`config.mk`:
```
export PLATFORM = sky130hd
export DESIGN_NAME = fp32_to_int32_conv
export DESIGN_NICKNAME = d
export VERILOG_FILES = /design/src/rtl/fp_pkg.sv /design/src/rtl/fp32_classify.sv /design/src/rtl/fp32_to_int32_conv.sv
export SDC_FILE = /design/constraint.sdc
export NUM_CORES = 1
export LEC_CHECK = 0
export CORE_MARGIN = 5
export CORE_UTILIZATION = 60
export CTS_BUF_LIST = sky130_fd_sc_hd__clkbuf_4
export DETAILED_ROUTE_END_ITERATION = 6
export PLACE_DENSITY = 0.91
export SLEW_MARGIN = 25
export SYNTH_ARGS = -nofsm -noshare
export SYNTH_HDL_FRONTEND = slang
export SYNTH_SLANG_ARGS = --single-unit
```
`constraint.sdc`:
```
create_clock -name clk -period 4.4 [get_ports clk]
set_input_delay 0.88 -clock clk [delete_from_list [all_inputs] [get_ports clk]]
set_output_delay 0.88 -clock clk [all_outputs]
set_load 0.005 [all_outputs]
```
`src/rtl/fp_pkg.sv`:
```
// rtl/fp_pkg.sv - shared FPU types and constants
package fp_pkg;

  localparam int FP32_EXP_W  = 8;
  localparam int FP32_FRAC_W = 23;
  localparam int FP32_BIAS   = 127;

  localparam logic [31:0] INT32_MAX = 32'h7FFF_FFFF;
  localparam logic [31:0] INT32_MIN = 32'h8000_0000;

  typedef struct packed {
    logic                   sign;
    logic [FP32_EXP_W-1:0]  exp;
    logic [FP32_FRAC_W-1:0] frac;
  } fp32_t;

  typedef enum logic [1:0] {
    IDLE  = 2'd0,
    SHIFT = 2'd1,
    FIX   = 2'd2,
    OUT   = 2'd3
  } conv_state_t;

endpackage

```
`src/rtl/fp32_classify.sv`:
```
// rtl/fp32_classify.sv - combinational binary32 operand classifier
module fp32_classify
  import fp_pkg::*;
(
  input  fp32_t              i_op,
  output logic               o_is_zero,
  output logic               o_is_denorm,
  output logic               o_is_inf,
  output logic               o_is_nan,
  output logic signed [8:0]  o_unb_exp,
  output logic [23:0]        o_mant
);

  logic w_exp_zero;
  logic w_exp_ones;
  logic w_frac_zero;

  assign w_exp_zero  = (i_op.exp == '0);
  assign w_exp_ones  = (i_op.exp == '1);
  assign w_frac_zero = (i_op.frac == '0);

  assign o_is_zero   = w_exp_zero & w_frac_zero;
  assign o_is_denorm = w_exp_zero & ~w_frac_zero;
  assign o_is_inf    = w_exp_ones & w_frac_zero;
  assign o_is_nan    = w_exp_ones & ~w_frac_zero;
  assign o_unb_exp   = $signed({1'b0, i_op.exp}) - 9'(FP32_BIAS);
  assign o_mant      = {~w_exp_zero, i_op.frac};

endmodule

```
`src/rtl/fp32_to_int32_conv.sv`:
```
// rtl/fp32_to_int32_conv.sv - multi-cycle fp32 to int32 converter, truncating
// Alignment uses an iterative shifter moving at most SHIFT_STEP bits per cycle.
module fp32_to_int32_conv
  import fp_pkg::*;
#(
  parameter int SHIFT_STEP = 4
) (
  input  logic        clk,
  input  logic        rst_n,
  input  logic        in_valid,
  output logic        in_ready,
  input  logic [31:0] in_data,
  output logic        out_valid,
  input  logic        out_ready,
  output logic [31:0] out_data,
  output logic        out_invalid,
  output logic        out_inexact
);

  localparam logic [7:0]  STEP      = 8'(SHIFT_STEP);
  localparam logic [31:0] NEG_2P31  = 32'hCF00_0000;

  fp32_t              w_op;
  logic               w_is_zero, w_is_denorm, w_is_inf, w_is_nan;
  logic signed [8:0]  w_unb_exp;
  logic [23:0]        w_mant;

  assign w_op = fp32_t'(in_data);

  fp32_classify u_classify (
    .i_op        (w_op),
    .o_is_zero   (w_is_zero),
    .o_is_denorm (w_is_denorm),
    .o_is_inf    (w_is_inf),
    .o_is_nan    (w_is_nan),
    .o_unb_exp   (w_unb_exp),
    .o_mant      (w_mant)
  );

  conv_state_t r_state, w_next;
  logic [31:0] r_mag;
  logic        r_sticky;
  logic [7:0]  r_rem;
  logic        r_left;
  logic        r_sign;
  logic [31:0] r_out_data;
  logic        r_out_invalid;
  logic        r_out_inexact;

  logic        w_accept;
  logic        w_special;
  logic [31:0] w_spec_data;
  logic        w_spec_inv;
  logic        w_spec_inx;
  logic [31:0] w_sat;
  logic        w_left;
  logic [7:0]  w_n;
  logic [7:0]  w_amt;
  logic [31:0] w_lost;

  assign in_ready  = (r_state == IDLE);
  assign out_valid = (r_state == OUT);
  assign out_data    = r_out_data;
  assign out_invalid = r_out_invalid;
  assign out_inexact = r_out_inexact;

  assign w_accept = in_valid & in_ready;
  assign w_sat    = w_op.sign ? INT32_MIN : INT32_MAX;

  // Shift distance is |e - 23| = |exp - 150|; only meaningful on the normal path.
  assign w_left = (w_op.exp > 8'd150);
  assign w_n    = w_left ? (w_op.exp - 8'd150) : (8'd150 - w_op.exp);

  assign w_amt  = (r_rem > STEP) ? STEP : r_rem;
  assign w_lost = r_mag & ~(32'hFFFF_FFFF << w_amt);

  always_comb begin
    w_special   = 1'b1;
    w_spec_data = 32'h0;
    w_spec_inv  = 1'b0;
    w_spec_inx  = 1'b0;
    if (w_is_nan) begin
      w_spec_data = INT32_MAX;
      w_spec_inv  = 1'b1;
    end else if (w_is_inf) begin
      w_spec_data = w_sat;
      w_spec_inv  = 1'b1;
    end else if (in_data == NEG_2P31) begin
      w_spec_data = INT32_MIN;
    end else if (w_unb_exp >= 9'sd31) begin
      w_spec_data = w_sat;
      w_spec_inv  = 1'b1;
    end else if (w_is_zero || w_is_denorm || (w_unb_exp < 9'sd0)) begin
      w_spec_inx  = ~w_is_zero;
    end else begin
      w_special   = 1'b0;
    end
  end

  always_ff @(posedge clk or negedge rst_n) begin
    if (!rst_n) r_state <= IDLE;
    else        r_state <= w_next;
  end

  always_comb begin
    w_next = r_state;
    case (r_state)
      IDLE: begin
        if (w_accept) begin
          if (w_special)        w_next = OUT;
          else if (w_n == 8'd0) w_next = FIX;
          else                  w_next = SHIFT;
        end
      end
      SHIFT:   if (r_rem == w_amt) w_next = FIX;
      FIX:     w_next = OUT;
      OUT:     if (out_ready) w_next = IDLE;
      default: w_next = IDLE;
    endcase
  end

  always_ff @(posedge clk or negedge rst_n) begin
    if (!rst_n) begin
      r_mag         <= 32'h0;
      r_sticky      <= 1'b0;
      r_rem         <= 8'h0;
      r_left        <= 1'b0;
      r_sign        <= 1'b0;
      r_out_data    <= 32'h0;
      r_out_invalid <= 1'b0;
      r_out_inexact <= 1'b0;
    end else begin
      case (r_state)
        IDLE: begin
          if (w_accept) begin
            r_sign   <= w_op.sign;
            r_mag    <= {8'h0, w_mant};
            r_sticky <= 1'b0;
            r_rem    <= w_n;
            r_left   <= w_left;
            if (w_special) begin
              r_out_data    <= w_spec_data;
              r_out_invalid <= w_spec_inv;
              r_out_inexact <= w_spec_inx;
            end
          end
        end
        SHIFT: begin
          if (r_left) begin
            r_mag <= r_mag << w_amt;
          end else begin
            r_mag    <= r_mag >> w_amt;
            r_sticky <= r_sticky | (|w_lost);
          end
          r_rem <= r_rem - w_amt;
        end
        FIX: begin
          r_out_data    <= r_sign ? (32'h0 - r_mag) : r_mag;
          r_out_invalid <= 1'b0;
          r_out_inexact <= r_sticky;
        end
        default: ;
      endcase
    end
  end

endmodule

```
# Yosys cells after proc, flatten, opt, wreduce, memory -nomap -nowiden
# Index checks and enable logic that the tools add are counted.
# W data, S select, Z words.
# totals
register_bits	79
word_cells	102
inputBits	36
# op_classes
n_addsub	5
bitwise_logic	11
n_mux	45
n_shift	3
order_cmp	4
eq_ne	11
reduce_logical	14
# op_table
cell	count
$mux W32	10
$pmux W32 S2	2
$and A32 B32 Y32	1
$eq A32 B32 Y1 const B	1
$not A32 Y32	1
$reduce_or A32 Y1	1
$shl A32 B8 Y32	1
$shl A32 B8 Y32 const A	1
$shr A32 B8 Y32	1
$sub A1 B32 Y32 const A	1
$mux W8	3
$logic_not A23 Y1	1
$mux W1	20
$logic_not A8 Y1	2
$pmux W8 S2	1
$mux W2	5
$ge A9 B6 Y1 const B	1
$lt A9 B1 Y1 const B	1
$reduce_and A3 Y1	3
$sub A8 B7 Y9 const B	1
$eq A8 B8 Y1	1
$eq A8 B8 Y1 const B	1
$gt A8 B3 Y1 const B	1
$gt A8 B8 Y1 const B	1
other kinds (16)	31

# Depth between registers and ports, before layout
# Gate-level depths: netlist of run 1.
# logic_depth
word_depth	13
mapped_depth	11

# By module
# A second synthesis of run 1 with hierarchy kept.
# hier_totals
hier_cells	1001
hier_area_um2	7933.9
# by_module_without_submodules
mod	cells_each	area_each_um2	n_inst	seq_area_each_um2
fp32_to_int32_conv	942	7465.9	1	1976.9
fp32_classify	59	467.9	1	0.0

# Worst setup path after synthesis of run 1
# No wires, ideal clock.
# synth_timing
path_kind	input to register
from	in in_data[24]
to	reg r_out_data[22], in the netlist out_data[22]
path_slack_ps	1372
cell_stages	9
path_buffers	2
setup_ps	125
t_arrival_ps	2904
t_required_ps	4275
cell_sequence	ha_1 > clkbuf_1 > nand4b_1 > or4_1 > nor3_2 > nor4_2 > nor2_2 > buf_4 > mux2_2
# synth_via
elab_chain_cells	11
word_cells_on_any_way	26
cone_classes	add/sub (1); order compare (2); eq/ne (3); mux (12); bitwise (4); reduce/logical (4)
# synth_lines
element	line	text
from (decl)	fp32_to_int32_conv.sv:12	input logic [31:0] in_data,
parallel branches: the longest is 11 deep, another holds $sub A8 B7 Y9	n/a	
to (signal assigned)	fp32_to_int32_conv.sv:142	r_out_data <= w_spec_data;
to (signal assigned)	fp32_to_int32_conv.sv:158	r_out_data <= r_sign ? (32'h0 - r_mag) : r_mag;
to (decl)	fp32_to_int32_conv.sv:46	logic [31:0] r_out_data;
# Several ways; the timed one is not identified. The select of a mux whose other input is x is not followed.
# A chain may end at the register's enable or synchronous reset.

# Final worst setup path of run 1
# layout_timing
from	in in_data[24]
to	reg r_out_data[20], in the netlist out_data[20]
# Same word-level chain as after synthesis.

==> flow_summary.json, run 1 <==
{
  "core_area_um2": 12100,
  "cp.arrival_ns": 3.86,
  "postSynth.asyncResetShare_pct": 100,
  "rsz0062_at_grt": "no",
  "ys_ff_latch": 79,
  "cp_num_buf_inv": 3,
  "fin_crit_ns": 3.50,
  "tns_ns": 0,
  "gp_congestion": 0.991,
  "postLayoutCoreUtil_pct": 69.1,
  "use_met1_pct": 41.8,
  "initial_utilization_pct": 61.5,
  "crit_chain": "clkdlybuf4s50_1, ha_1, nand4b_1, or4_1, nor3_2, nor4_2, buf_4, nor2_2, buf_4, mux2_2",
  "overflow": 0,
  "clk_latency_ns": 0.49,
  "dieArea_um2": 14700,
  "drt_iter0_markers": 1098,
  "multi_input_area_um2": 4990,
  "total_power_uw": 6050,
  "yosys_warnings": 0,
  "area_delta_synth_final_pct": 12.3,
  "grt_first_pass_wirelength_um": 35700,
  "drtAntennaViolNets": 0,
  "p_comb_share_pct": 61.1,
  "final.period_utilization_pct": 79.5,
  "cp-end-kind": "flip-flop",
  "dpl.hpwl_um": 14700,
  "clkPwrFrac_pct": 9.4,
  "dr.pass1.iters": 6,
  "ioPinCount": 72,
  "final_layout_size_suffix_gt1_share_pct": 14.4,
  "cp_max_fo": 25,
  "fin_nets": 920,
  "cp-start-kind": "input pin",
  "clockBufferDepth": 2,
  "grt_pass1_vias": 6906,
  "antenna_found_initial": 1,
  "post_cts_buffers": 0,
  "synth_top_flop_cell": "dfrtp_1",
  "cp_slowest_cell": "clkdlybuf4s50_1",
  "p_per_area_nw_per_um2": 726,
  "detail_route.wl_per_cell_um": 20.7,
  "grtUsageMet2_pct": 45.9,
  "drc": 0,
  "fmax_mhz": 286,
  "clock-root-buffer": "clkbuf_4",
  "cts.sinks": 79,
  "p_int_uw": 3190,
  "die_h_um": 121,
  "syn_inst": 866,
  "max-vdd-ir-drop_uv": 633,
  "synth_nets": 914,
  "cts_resized": 0,
  "synth_edf_count": 0,
  "drv_slew": 0,
  "p_seq_share_pct": 29.5,
  "worstSetupPathType": "input pin to flip-flop",
  "register_area_um2": 1980,
  "maxCapViolations": 0,
  "synth.most_common_cell": "nand2_1",
  "vias": 7355,
  "max_slew_margin_pct": 33.3,
  "ys_top_cells_by_area": "dfrtp_1 27%, mux4_2 12%, nand2_1 5.7%",
  "routed_wl_um": 21700,
  "worst_pin_slew_ns": 0.972,
  "fp-row-count": 40,
  "switchingPower_uw": 2860,
  "ys_top_cells_by_count": "113 x nand2_1, 83 x clkbuf_1, 79 x dfrtp_1, 68 x o21ai_0, 54 x a21oi_1",
  "top_usage_layer": "met2",
  "port_buffers": 71,
  "die_x_um": 121,
  "cts_tree": "done",
  "crit_path_max_incr_delay_ns": 0.64,
  "synth_top_cell_by_area": "dfrtp_1",
  "fillers": 953,
  "cp.required_ns": 4.76,
  "yosysSeqAreaShare_pct": 26.6,
  "htreeDepth": 3,
  "swShare_pct": 47.3,
  "grt_usage_pct": 30.1,
  "fin_skew_ns": 0.0305,
  "status": "completed",
  "p_leak_uw": 0.00314,
  "holdCritPathClass": "input pin to async pin",
  "yosysTopAreaCellShare_pct": 26.6,
  "grt_max_degree": 58,
  "ctsHoldBuffers": 0,
  "avgSynthCellArea_um2": 8.57,
  "crit_family": "buffers and inverters",
  "numCtsBuffers": 9,
  "setup_viol": 0,
  "grt_use_met3_pct": 5.73,
  "cts.clk_slew.worst_paths_ns": 0.16,
  "ys_types": 72,
  "cp_common_cell": "buf_4",
  "hold_violations": 0,
  "viasPerCell": 7.03,
  "netlist_area_um2": 7420
}
power by group through the flow:
stage | registers, uW | clock network, uW | logic [uW]
final | 1780 | 568 | 3700
after detailed placement | 1750 | 0 | 3630
after floorplan | 1280 | 0 | 3000
after global routing | 1830 | 611 | 4020
after global placement | 1750 | 0 | 3530
after CTS | 1740 | 574 | 3650
cell families (layout without fill, tap and decap cells):
kind of cell | after synthesis | after routing | share of synthesized area [%]
buf+inv | 117 | 128 | 6.22
mux | 80 | 80 | 17.6
other cells | 1 | 2 | 0.0505
flops | 79 | 79 | 26.6
compound gates | 280 | 280 | 26.1
fa+ha+maj | 12 | 12 | 2.02
xor+xnor | 36 | 36 | 4.25
simple gates | 261 | 261 | 17.2
stage by stage:
step	cells	hold WS [ns]	cell area, um2	worst slack, ns
final	1046	0.413	8330	0.902
after global routing	1046	0.469	8330	0.686
after CTS	1045	0.438	8330	0.915
after detailed placement	1029	0.496	8150	0.407
after global placement	1029	0.473	8150	0.539
after floorplan	866	0.456	7420	1.37
sequential cells by signal, indices dropped and copies added (netlist names):
| name | cells |
|---|---|
| out_data | 32 |
| out_inexact | 1 |
| r_left | 1 |
| r_state | 2 |
| r_mag | 32 |
| r_sign | 1 |
| r_sticky | 1 |
| out_invalid | 1 |
| r_rem | 8 |
area by class of cell:
class                           count  share of cell area [%]
Tap cell                          168                    2.52
Multi-Input combinational cell    670                    59.9
Timing Repair Buffer               99                    11.0
Clock inverter                      6                    1.31
Inverter                           13                   0.585
Sequential cell                    79                    23.8
Antenna cell                        1                  0.0300
Clock buffer                       10                   0.901
final timing paths:
check	from	end	slack, ns	depth (start not counted)
worst max-delay path	in_data[24]	out_data[20]$_DFFE_PN0P_	0.90	10
worst min-delay path	rst_n	r_mag[8]$_DFFE_PN0P_	0.41	1
worst max register to register	r_rem[4]$_DFFE_PN0P_	r_mag[28]$_DFFE_PN0P_	1.61	6
worst min register to register	out_data[28]$_DFFE_PN0P_	out_data[28]$_DFFE_PN0P_	0.52	1
max in group asynchronous	rst_n	r_mag[28]$_DFFE_PN0P_	3.12	2
min in group clk	out_data[28]$_DFFE_PN0P_	out_data[28]$_DFFE_PN0P_	0.52	1
metal layers:
metal	vias to the layer above	part of all wire, %	wire length [um]
met4	0	3.9	847
met3	78	12	2660
li1	3295	-	-
met1	3442	38	8330
met2	540	45	9830
met5	-	0	0
cell usage in the layout (no fill, tap or decap), types with 13 or more instances in the layout:
cell type        Yosys  final
mux2i_1             21     21
dfrtp_1             79     76
a211oi_1            13     13
o21ai_0             68     68
a22o_1              17     17
inv_1               13     13
nand2_1            113    113
nor2_1              42     42
xnor2_1             35     35
mux2_2              21     21
a21oi_1             54     54
a31oi_1             14     14
buf_4                1     29
mux4_2              38     38
clkdlybuf4s50_1      0     70
nor3_1              15     14
nand3_1             22     22
(Power assumes the default switching activity.)
==> run 2, diff against run 1 <==
==> constraint.sdc (replaced) <==
create_clock -name clk -period 3.6 [get_ports clk]
set_input_delay 0.72 -clock clk [delete_from_list [all_inputs] [get_ports clk]]
set_output_delay 0.72 -clock clk [all_outputs]
set_load 0.005 [all_outputs]
==> run 2 against run 1 <==
Clock power is 10% higher. Highest routed layer unchanged. Sequential power is 8% higher. Sequential share of layout area is 0.37 points lower.
==> flow_summary.json, run 2 (synthesized netlist as in run 1, its figures left out) <==
{
  "die_h_um": 121,
  "final_layout_size_suffix_gt1_share_pct": 16.0,
  "drt_iter0_markers": 1248,
  "cp-end-kind": "flip-flop",
  "p_seq_share_pct": 25.8,
  "cts_tree": "done",
  "vias": 7456,
  "holdCritPathClass": "input pin to async pin",
  "numCtsBuffers": 9,
  "swShare_pct": 47.5,
  "antenna_cells": 0,
  "overflow": 0,
  "cp.required_ns": 3.91,
  "max-vdd-ir-drop_uv": 526,
  "gp_congestion": 1.02,
  "initial_utilization_pct": 61.5,
  "multi_input_area_um2": 4990,
  "die_x_um": 121,
  "maxCapViolations": 0,
  "rsz0062_at_grt": "no",
  "fin_skew_ns": 0.0202,
  "p_leak_uw": 0.00322,
  "worst_pin_slew_ns": 0.990,
  "cp-start-kind": "input pin",
  "postLayoutCoreUtil_pct": 70.2,
  "max_slew_margin_pct": 32.1,
  "setup_viol": 0,
  "preCtsSetupSlack_ns": -0.0949,
  "post_cts_buffers": 0,
  "hold_violations": 0,
  "fmax_mhz": 307,
  "drv_slew": 0,
  "p_comb_share_pct": 65.8,
  "grt_usage_pct": 30.0,
  "drtAntennaViolNets": 0,
  "ctsHoldBuffers": 0,
  "area_delta_synth_final_pct": 14.1,
  "detail_route.wl_per_cell_um": 20.7,
  "viasPerCell": 7.03,
  "fin_nets": 937,
  "fin_crit_ns": 3.26,
  "port_buffers": 71,
  "cp.arrival_ns": 3.57,
  "register_area_um2": 1980,
  "clock-root-buffer": "clkbuf_4",
  "p_int_uw": 3910,
  "clk_latency_ns": 0.47,
  "p_per_area_nw_per_um2": 879,
  "final_common_cell": "nand2_1",
  "worstSetupPathType": "input pin to flip-flop",
  "ioPinCount": 72,
  "cts.clk_slew.worst_paths_ns": 0.13,
  "status": "completed",
  "grt_max_degree": 80,
  "clockBufferDepth": 2,
  "tns_ns": 0,
  "routed_wl_um": 21900,
  "htreeDepth": 3,
  "antenna_found_initial": 0,
  "drc": 0,
  "final.period_utilization_pct": 90.6,
  "dieArea_um2": 14700,
  "cp_max_fo": 16,
  "grt_pass1_vias": 6818,
  "switchingPower_uw": 3540,
  "core_area_um2": 12100,
  "layout_common_cells": "113 x nand2_1, 76 x dfrtp_1, 70 x clkdlybuf4s50_1",
  "whs_ns": 0.243,
  "fillers": 919,
  "cts_resized": 0,
  "fp-row-count": 40,
  "dr.pass1.iters": 6,
  "total_power_uw": 7440,
  "setup_slack_ns": 0.339,
  "dpl.hpwl_um": 14900,
  "cts.sinks": 79,
  "clkPwrFrac_pct": 8.4,
  "grt_first_pass_wirelength_um": 35400
}
-- run 2: cell type report --
cell class / instances / area share, %
clock inverters: 6 / 1.12
flip-flops and latches: 79 / 23.4
well taps: 168 / 2.48
clock buffers: 9 / 0.798
multi-input cells: 670 / 58.9
inverters: 13 / 0.576
repair buffers: 116 / 12.7
-- run 2: critical path, cell delays in order --
cell and delay (ns):
clkdlybuf4s50_1 0.62, ha_1 0.25, nand4_1 0.11, xnor2_1 0.19, or3_1 0.37, o21a_1 0.37
a211oi_2 0.76, a2bb2oi_1 0.17
-- run 2: worst paths after layout --
path                                        from                       end  slack, ns  cells past startpoint
max                                  in_data[24]   out_data[7]$_DFFE_PN0P_       0.34                      8
min                                        rst_n     r_mag[11]$_DFFE_PN0P_       0.24                      1
max reg2reg                r_mag[10]$_DFFE_PN0P_  out_data[26]$_DFFE_PN0P_       0.65                      6
min reg2reg                 r_sticky$_DFFE_PN0P_      r_sticky$_DFFE_PN0P_       0.52                      2
max in group asynchronous                  rst_n      r_mag[6]$_DFFE_PN0P_       2.79                      1
min in group clk            r_sticky$_DFFE_PN0P_      r_sticky$_DFFE_PN0P_       0.52                      2
-- run 2: power by group through the flow --
stage	clock network (uW)	registers, uW	logic [uW]
6_report	625	1920	4890
5_1_grt	671	1980	5270
4_1_cts	634	1890	4800
3_5_place_dp	0	1910	4770
3_3_place_gp	0	1890	4630
2_1_floorplan	0	1560	3670
-- run 2: stage by stage --
| step | cells | instance area, um2 |
|---|---|---|
| 2_1_floorplan | 866 | 7420 |
| 3_3_place_gp | 1046 | 8300 |
| 3_5_place_dp | 1046 | 8300 |
| 4_1_cts | 1061 | 8460 |
| 5_1_grt | 1061 | 8470 |
| 6_report | 1061 | 8470 |
-- run 2: layer usage --
metal  global-route usage, %  vias to the layer above  routed length (um)
li1                        -                     3311                   -
met5                       0                        -                   0
met3                    6.01                       85                2890
met1                    41.6                     3494                8270
met4                    14.0                        0                 884
met2                    45.3                      566                9880
==> run 3, diff against run 2 <==
--- a/config.mk
+++ b/config.mk
@@ -13,4 +13,5 @@
 export SLEW_MARGIN = 25
 export SYNTH_ARGS = -nofsm -noshare
 export SYNTH_HDL_FRONTEND = slang
+export SYNTH_HIERARCHICAL = 1
 export SYNTH_SLANG_ARGS = --single-unit
==> run 3 against run 2 <==
The run now ends with DRC left. Core utilization shrank 1.7 points. First-iteration DRC count grew 19%. Clock skew grew 0.0017 ns. Non-clock buffer count grew 22. Area after synthesis grew 6.9%. Clock power grew 0.8%. Highest routed layer unchanged.
==> flow_summary.json, run 3 <==
{
  "routed_wl_um": 26300,
  "r2r-start": "r_rem[4]$_DFFE_PN0P_",
  "post_cts_buffers": 0,
  "initial_utilization_pct": 60.6,
  "clockBufferDepth": 2,
  "clk_latency_ns": 0.48,
  "max-vdd-ir-drop_uv": 365,
  "cp-end-kind": "flip-flop",
  "dp.cells": 1185,
  "crit_family": "simple AND/OR/NAND/NOR gates",
  "grt_first_pass_wirelength_um": 41700,
  "status": "finished with violations",
  "clock-root-buffer": "clkbuf_4",
  "max_slew_margin_pct": 35.2,
  "detail_route.wl_per_cell_um": 21.9,
  "final_common_cell": "nand2_1",
  "core_area_um2": 13100,
  "synth_top_flop_cell": "dfrtp_1",
  "viasPerCell": 7.17,
  "cp_slowest_cell": "or4_1",
  "drc": 1,
  "worst_pin_slew_ns": 0.972,
  "total_power_uw": 7410,
  "rsz0062_at_grt": "no",
  "port_buffers": 71,
  "fp-row-count": 42,
  "p_leak_uw": 0.00348,
  "setup_viol": 0,
  "antenna_cells": 0,
  "yosysTopAreaCellShare_pct": 24.9,
  "cts.sinks": 79,
  "postLayoutCoreUtil_pct": 68.5,
  "r2r-end": "r_mag[27]$_DFFE_PN0P_",
  "dieArea_um2": 15600,
  "dpl.hpwl_um": 18300,
  "yosysSeqAreaShare_pct": 24.9,
  "cp.required_ns": 3.97,
  "drt_iter0_markers": 1486,
  "ioPinCount": 72,
  "cts_resized": 0,
  "ys_ff_latch": 79,
  "antenna_found_initial": 0,
  "fin_skew_ns": 0.0219,
  "netlist_area_um2": 7930,
  "violations": "DRC",
  "drv_slew": 0,
  "yosys_warnings": 6,
  "ys_types": 86,
  "final_layout_size_suffix_gt1_share_pct": 14.5,
  "dr.pass1.iters": 7,
  "grt_pass1_vias": 7940,
  "overflow": 0,
  "p_per_area_nw_per_um2": 826,
  "syn_inst": 1001,
  "holdCritPathClass": "input pin to async pin",
  "crit_path_max_incr_delay_ns": 0.56,
  "fin_crit_ns": 3.44,
  "fin_nets": 1067,
  "cp.arrival_ns": 3.81,
  "postSynth.asyncResetShare_pct": 100,
  "drtAntennaViolNets": 0,
  "die_x_um": 125,
  "hold_violations": 0,
  "cts.clk_slew.worst_paths_ns": 0.14,
  "maxCapViolations": 0,
  "cts_tree": "done",
  "numCtsBuffers": 9,
  "area_delta_synth_final_pct": 13.0,
  "synth_top_cell_by_area": "dfrtp_1",
  "gp_congestion": 1.02,
  "layout_common_cells": "123 x nand2_1, 77 x dfrtp_1, 75 x a21oi_1",
  "ctsHoldBuffers": 0,
  "ys_top_cells_by_area": "dfrtp_1 25%, nand2_1 5.8%, mux4_2 5.4%",
  "htreeDepth": 3,
  "cp-start-kind": "input pin",
  "grt_usage_pct": 32.3,
  "cp_num_buf_inv": 2,
  "avgSynthCellArea_um2": 7.93,
  "final_cells": 1200,
  "synth_edf_count": 0,
  "reg2reg_setup_slack_ns": 0.52,
  "vias": 8604,
  "reg2regPathDepth": 7,
  "die_h_um": 125,
  "synth.most_common_cell": "nand2_1",
  "synth_nets": 1048,
  "fmax_mhz": 290,
  "ys_top_cells_by_count": "123 x nand2_1, 86 x clkbuf_1, 79 x dfrtp_1, 75 x a21oi_1",
  "tns_ns": 0,
  "final.period_utilization_pct": 95.7,
  "crit_chain": "clkdlybuf4s50_1, ha_1, and4_4, nand2_1, xnor2_1, or4_1, a2111oi_2, buf_4, o2111ai_2, nand2_2, nor2b_1, nor4_2",
  "worstSetupPathType": "input pin to flip-flop",
  "grt_max_degree": 80,
  "cp_max_fo": 9
}
run 3: layout make-up:
| class | count | area, um2 |
|---|---|---|
| Fill cell | 1019 | 4120 |
| Inverter | 27 | 101 |
| Sequential cell | 79 | 1980 |
| Multi-Input combinational cell | 765 | 5290 |
| Tap cell | 176 | 220 |
| Clock inverter | 6 | 86.3 |
| Clock buffer | 9 | 67.6 |
| Timing Repair Buffer | 138 | 1230 |
run 3: power by group:
| part | total, uW | internal, uW | switching (uW) |
|---|---|---|---|
| Combinational | 4810 | 2160 | 2650 |
| Sequential | 1970 | 1300 | 677 |
| Clock | 630 | 277 | 353 |
run 3: cell families (layout without fill, tap and decap cells):
| kind of cell | count (synthesis) | count (layout) | share of synthesized area [%] |
|---|---|---|---|
| xor+xnor | 37 | 37 | 4.08 |
| other cells | 1 | 1 | 0.0473 |
| simple gates | 320 | 320 | 21.0 |
| compound gates | 340 | 340 | 29.3 |
| fa+ha+maj | 11 | 11 | 1.73 |
| buf+inv | 157 | 180 | 8.69 |
| flops | 79 | 79 | 24.9 |
| mux | 56 | 56 | 10.2 |
run 3: worst register-to-register path, cell delays in order (launching register included):
cell,delay [ns]
dfrtp_1,0.49
or4_1,0.76
nor2_4,0.50
buf_4,0.34
mux4_2,0.52
o21ai_0,0.18
a21oi_1,0.06
a21o_1,0.15
run 3: metrics by stage:
step	setup slack [ns]	hold slack [ns]	cell area, um2
6_report	0.157	0.265	8970
5_1_grt	0.00109	0.345	8970
4_1_cts	0.185	0.452	8960
3_5_place_dp	-0.307	0.466	8800
3_3_place_gp	-0.136	0.460	8800
2_1_floorplan	0.200	0.424	7930
run 3: how the worst max path moves through the flow:
stage	startpoint	end	slack [ns]	cells past startpoint
2_1_floorplan	in_data[23]	out_data[0]$_DFFE_PN0P_	0.20	12
3_3_place_gp	in_data[24]	out_data[28]$_DFFE_PN0P_	-0.14	12
3_5_place_dp	in_data[23]	out_inexact$_DFFE_PN0P_	-0.31	13
4_1_cts	in_data[23]	out_data[28]$_DFFE_PN0P_	0.18	12
5_1_grt	in_data[23]	out_inexact$_DFFE_PN0P_	0.001	13
6_report	in_data[23]	out_data[28]$_DFFE_PN0P_	0.16	12
run 3: routing by layer:
metal / share of wire, % / wire length (um) / vias up / global-route usage (%)
met5: 0 / 0 / - / 0
met4: 6.1 / 1590 / 0 / 17.7
met3: 13 / 3390 / 153 / 8.40
met2: 45 / 11700 / 720 / 49.3
met1: 36 / 9540 / 3973 / 42.1
li1: - / - / 3758 / -
